--- src/rtl/hazard_ctl_pkg.sv ---
// Shared types and constants for the pipeline hazard/forwarding control slice.
package hazard_ctl_pkg;

  localparam int RN_W              = 5;
  localparam int MD_CYCLES_DEFAULT = 33;

  // Forwarding mux selects used by the EX-stage operand muxes.
  typedef enum logic [1:0] {
    FWD_NONE   = 2'd0,
    FWD_EX_MEM = 2'd1,
    FWD_MEM_WB = 2'd2
  } fwd_sel_e;

  typedef enum logic [1:0] {
    RUN     = 2'd0,
    HOLD    = 2'd1,
    MD_WAIT = 2'd2
  } hz_state_e;

  // Extra stall cycles a branch compare spends in HOLD behind a load.
  localparam logic HOLD_CNT_LOAD = 1'b1;

  // A write to $0 is discarded, so it can never create a dependency.
  function automatic logic rn_hit(
    input logic [RN_W-1:0] rn,
    input logic            rn_use,
    input logic            we,
    input logic [RN_W-1:0] wr_rn
  );
    return rn_use && we && (wr_rn != '0) && (wr_rn == rn);
  endfunction

endpackage

--- src/rtl/hazard_ctl_cmp.sv ---
// Load-use comparator for one ID-stage source register against the EX destination.
module hazard_cmp
  import hazard_ctl_pkg::*;
(
  input  logic [RN_W-1:0] rn,
  input  logic            rn_use,
  input  logic            ex_is_load,
  input  logic            ex_we,
  input  logic [RN_W-1:0] ex_wr_rn,
  output logic            match
);

  assign match = ex_is_load && rn_hit(rn, rn_use, ex_we, ex_wr_rn);

endmodule

--- src/rtl/hazard_ctl.sv ---
// Pipeline stall controller: load-use interlock plus optional mul/div busy interlock.
// Define HAZARD_CTL_MULDIV_EN to build in the multiply/divide interlock.
module hazard_ctl
  import hazard_ctl_pkg::*;
#(
  parameter int MD_CYCLES = MD_CYCLES_DEFAULT
) (
  input  logic            clk,
  input  logic            rst_n,
  input  logic [RN_W-1:0] id_rs_rn,
  input  logic [RN_W-1:0] id_rt_rn,
  input  logic            id_rs_use,
  input  logic            id_rt_use,
  input  logic            id_is_cmp,
  input  logic            id_rd_hilo,
  input  logic            ex_is_load,
  input  logic            ex_we,
  input  logic [RN_W-1:0] ex_wr_rn,
  input  logic            md_start,
  input  logic            flush,
  output logic            pc_hold,
  output logic            ifid_hold,
  output logic            idex_bubble,
  output logic            md_busy
);

  hz_state_e       state_reg, state_next;
  logic            hold_cnt_reg, hold_cnt_next;
  logic [RN_W-1:0] src_rn [2];
  logic [1:0]      src_use;
  logic [1:0]      src_match;
  logic            load_use;
  logic            md_busy_int;
  logic            md_hazard;
  logic            stall;
  logic            bubble_force;

  assign src_rn[0]  = id_rs_rn;
  assign src_rn[1]  = id_rt_rn;
  assign src_use[0] = id_rs_use;
  assign src_use[1] = id_rt_use;

  genvar gi;
  generate
    for (gi = 0; gi < 2; gi++) begin : g_src
      hazard_cmp u_cmp (
        .rn        (src_rn[gi]),
        .rn_use    (src_use[gi]),
        .ex_is_load(ex_is_load),
        .ex_we     (ex_we),
        .ex_wr_rn  (ex_wr_rn),
        .match     (src_match[gi])
      );
    end
  endgenerate

  assign load_use = |src_match;

`ifdef HAZARD_CTL_MULDIV_EN
  localparam int MD_W = $clog2(MD_CYCLES + 1);

  logic [MD_W-1:0] md_cnt_reg, md_cnt_next;

  // A new start always restarts the full latency, even mid-operation.
  always_comb begin
    md_cnt_next = md_cnt_reg;
    if (md_start) begin
      md_cnt_next = MD_W'(MD_CYCLES);
    end else if (md_cnt_reg != '0) begin
      md_cnt_next = md_cnt_reg - 1'b1;
    end
  end

  always_ff @(posedge clk or negedge rst_n) begin
    if (!rst_n) begin
      md_cnt_reg <= '0;
    end else begin
      md_cnt_reg <= md_cnt_next;
    end
  end

  assign md_busy_int = (md_cnt_reg != '0);
  assign md_hazard   = id_rd_hilo && md_busy_int;
`else
  logic unused_md;

  assign unused_md   = md_start ^ id_rd_hilo ^ (MD_CYCLES == 0);
  assign md_busy_int = 1'b0;
  assign md_hazard   = 1'b0;
`endif

  assign md_busy = md_busy_int;

  always_ff @(posedge clk or negedge rst_n) begin
    if (!rst_n) begin
      state_reg    <= RUN;
      hold_cnt_reg <= 1'b0;
    end else begin
      state_reg    <= state_next;
      hold_cnt_reg <= hold_cnt_next;
    end
  end

  // HOLD and MD_WAIT ignore new hazards; flush overrides everything.
  always_comb begin
    state_next    = state_reg;
    hold_cnt_next = hold_cnt_reg;
    if (flush) begin
      state_next    = RUN;
      hold_cnt_next = 1'b0;
    end else begin
      case (state_reg)
        RUN: begin
          if (md_hazard) begin
            state_next = MD_WAIT;
          end else if (load_use && id_is_cmp) begin
            state_next    = HOLD;
            hold_cnt_next = HOLD_CNT_LOAD;
          end
        end
        HOLD: begin
          hold_cnt_next = hold_cnt_reg - 1'b1;
          state_next    = RUN;
        end
        MD_WAIT: begin
          if (!md_busy_int) begin
            state_next = RUN;
          end
        end
        default: begin
          state_next    = RUN;
          hold_cnt_next = 1'b0;
        end
      endcase
    end
  end

  // Outputs are gated by rst_n directly so a reset aborts a stall without a clock.
  always_comb begin
    stall        = 1'b0;
    bubble_force = 1'b0;
    if (!rst_n || flush) begin
      bubble_force = 1'b1;
    end else begin
      case (state_reg)
        RUN:     stall = load_use || md_hazard;
        HOLD:    stall = 1'b1;
        MD_WAIT: stall = md_busy_int;
        default: stall = 1'b0;
      endcase
    end
  end

  assign pc_hold     = stall;
  assign ifid_hold   = stall;
  assign idex_bubble = stall || bubble_force;

endmodule

--- config.mk ---
export PLATFORM = sky130hd
export DESIGN_NAME = hazard_ctl
export DESIGN_NICKNAME = d
export VERILOG_FILES = /design/src/rtl/hazard_ctl_pkg.sv /design/src/rtl/hazard_ctl_cmp.sv /design/src/rtl/hazard_ctl.sv
export SDC_FILE = /design/constraint.sdc
export NUM_CORES = 1
export LEC_CHECK = 0
export ABC_AREA = 1
export BUFFER_PORTS_ARGS = -buffer_cell sky130_fd_sc_hd__buf_4
export CAP_MARGIN = 20
export CORE_AREA = 2 2 39 41
export CTS_CLUSTER_DIAMETER = 40
export DETAILED_ROUTE_END_ITERATION = 10
export DIE_AREA = 0 0 41 43
export MAX_ROUTING_LAYER = met4
export SYNTH_ARGS = -nofsm -noshare
export SYNTH_HDL_FRONTEND = slang
export SYNTH_SLANG_ARGS = --single-unit
--- constraint.sdc ---
create_clock -name clk -period 1.1 [get_ports clk]
set_clock_uncertainty 0.05 [all_clocks]
set_input_delay 0.275 -clock clk [delete_from_list [all_inputs] [get_ports clk]]
set_output_delay 0.275 -clock clk [all_outputs]
set_load 0.05 [all_outputs]
==> metrics.md <==
| Metric | Value |
|---|---|
| Share of the synthesized area in the top cell type | `35.4%` |
| FP Rows | `14` |
| Routability Congestion | `0.803` |
| Max Fclk | `664 MHz` |
| Max-cap check violation count | `0` |
| Worst Setup SP | `ex_wr_rn[0]` |
| Number of flops mapped to enable cells by yosys | `0` |
| Routed WL | `787 µm` |
| Crit start category | `input port` |
| Ant. Diodes | `0` |
| Port buffer count | `25` |
| Status | `complete, but fails checks` |
| Post-Syn Nets | `97` |
| Non-filler instance count after layout | `115` |
| Failing checks | `setup timing` |
| Fin. max-slew vios | `0` |
| Vias per cell | `4.05` |
| Register bit total from synthesis | `1` |
| Die width | `41 µm` |
| Count leader, synth | `nand2_1` |
| Crit-path max FO | `3` |
| DRT iter0 DRCs | `3` |
| Drt first pass iters | `2` |
| FF/Latch Area | `25.0 µm²` |
| DP HPWL | `732 µm` |
| Ports | `29` |
| Vias | `466` |
| Placed cells | `112` |
| WP data required | `0.77 ns` |
| Seq/Total Area, Yosys | `7.87%` |
| Peak supply drop | `0.125 mV` |
| Die area | `1760 µm²` |
| Pwr dens | `377 nW/µm²` |
| Total grt overflow | `0` |
| Setup crit end | `pc_hold` |
| Cts hold-fix bufs | `0` |
| Syn Inst Count | `72` |
| Async set-reset flop share out of synthesis | `100%` |
| Core area | `1380 µm²` |
| Fill cell count | `149` |
| Final setup margin | `-0.406 ns` |
| Top post-synthesis cells by area | `nand2_1, inv_1, nor2_1` |
| Synth warnings | `0` |
| WHS | `0.0960 ns` |
| Area Growth Syn to Fin | `120%` |
| Clock Latency Late Sink | `0 ns` |
| Largest stage delay, worst path | `0.17 ns` |
| Vias in the first global route | `373` |
| Area of the multi-input gates | `270 µm²` |
| Post-Syn Area | `318 µm²` |
| Reg2reg end | `state_reg[0]$_DFFE_PN0P_` |
| Leak | `0.401 nW` |
| DRC | `0` |
| Cell taking the most area after synthesis | `nand2_1` |
| Crit path DAT | `1.18 ns` |
| Worst-path clk slew | `0 ns` |
| Ys flop type | `dfrtp_1` |
| RR Startpoint | `state_reg[0]$_DFFE_PN0P_` |
| Worst min path class | `in2async` |
| Layout Nets | `126` |
| Final Hold Viols | `0` |
| Endpoints failing setup | `4` |
| Final Critical Period | `1.51 ns` |
| DR WL/cell | `6.84 µm` |
| Post-synthesis cell type count | `14` |
| Antenna violations before repair | `0` |
| Total power | `0.264 mW` |
| Post-Syn Area per Cell | `4.41 µm²` |
| Largest net degree at the start of global routing | `6` |
| First-pass GRT wire length | `1.26 mm` |
| Internal reg-to-reg setup slack | `0.37 ns` |
| Layout cell share with drive strength beyond 1 | `61.6%` |
| Dpl ws | `-0.495 ns` |
| Slowest-stage cell, CP | `a21oi_4` |
| Max reg flops | `1` |
| Critical path type | `in2out` |
| RSZ-0062 raised after global routing | `true` |
| Total track usage | `9.73%` |
| Reg2Reg Depth | `3` |
| Most frequent cells after synthesis | `nand2_1, inv_1, nor2_1` |
| Critical-path cell list | `buf_12 > inv_16 > nand2_4 > o21ai_2 > nor2_2 > nand3_1 > nand2_1 > nand2_2 > a21oi_4 > buf_6` |
| Starting Density | `23.0%` |
| Die Ht | `43 µm` |
| Final core occ | `50.5%` |
| CP endpoint kind | `primary output` |
| Final period util | `137%` |
| Antenna-violating nets left | `0` |
[cell type report]
type,count,share of cell area [%]
multi-input combinational,50,38.6
sequential,1,3.58
inverter,19,14.0
timing repair buffer,29,41.0
tap,16,2.86
[metrics by stage]
step                area (µm²)  TNS [ns]
floorplan                  359     -1.08
global placement           556     -1.38
detailed placement         556     -1.43
CTS                        619     -1.14
global route               699     -1.65
finish                     699     -1.28
[critical path: cells and delay by family]
kind                   cells  cell delay, ns
buffers and inverters      3            0.31
AO/OA/AOI/OAI              2            0.22
AND/OR/NAND/NOR            5            0.36
[power by group]
part | switching (mW) | leakage [nW] | internal (mW)
clock network | 0 | 0 | 0
registers | 0.0000721 | 0.0140 | 0.0376
logic | 0.104 | 0.388 | 0.122
[cell families after synthesis]
family                 count (synthesis)  share of synthesized area (%)
AO/OA/AOI/OAI                          3                           5.90
flip-flops                             1                           7.87
buffers and inverters                 21                           27.2
other                                  1                           1.18
AND/OR/NAND/NOR                       46                           57.9
[placed cells by master, fill, tap and decap left out, drive strengths merged]
master	Yosys	routed
nor2	11	11
nand4	1	1
inv	19	19
buf	2	29
dfrtp	1	1
o21ai	2	2
nand3	3	3
conb	1	1
nand2	31	31
a21oi	1	1
[worst min-delay path by stage]
stage                     start                  endpoint  slack, ns  cells past startpoint
after floorplan           rst_n  state_reg[0]$_DFFE_PN0P_      -0.07                      0
after global placement    rst_n  state_reg[0]$_DFFE_PN0P_        0.1                      2
after detailed placement  rst_n  state_reg[0]$_DFFE_PN0P_        0.1                      2
after CTS                 rst_n  state_reg[0]$_DFFE_PN0P_        0.1                      2
after global routing      rst_n  state_reg[0]$_DFFE_PN0P_       0.10                      2
final                     rst_n  state_reg[0]$_DFFE_PN0P_        0.1                      2
[per-layer routing]
layer / vias to the layer above / GRT usage (%) / routed length, µm
met5: - / - / 0
met4: 0 / 0 / 0
met3: 0 / 0 / 61
met2: 16 / 18.4 / 427
met1: 191 / 11.4 / 299
li1: 259 / - / -
[repair_timing]
item	CTS	global route
pin swaps	15	21
endpoints found under the setup margin	4	4
buffers inserted	1	2
resized for setup	20	26
(Power assumes the default switching activity.)
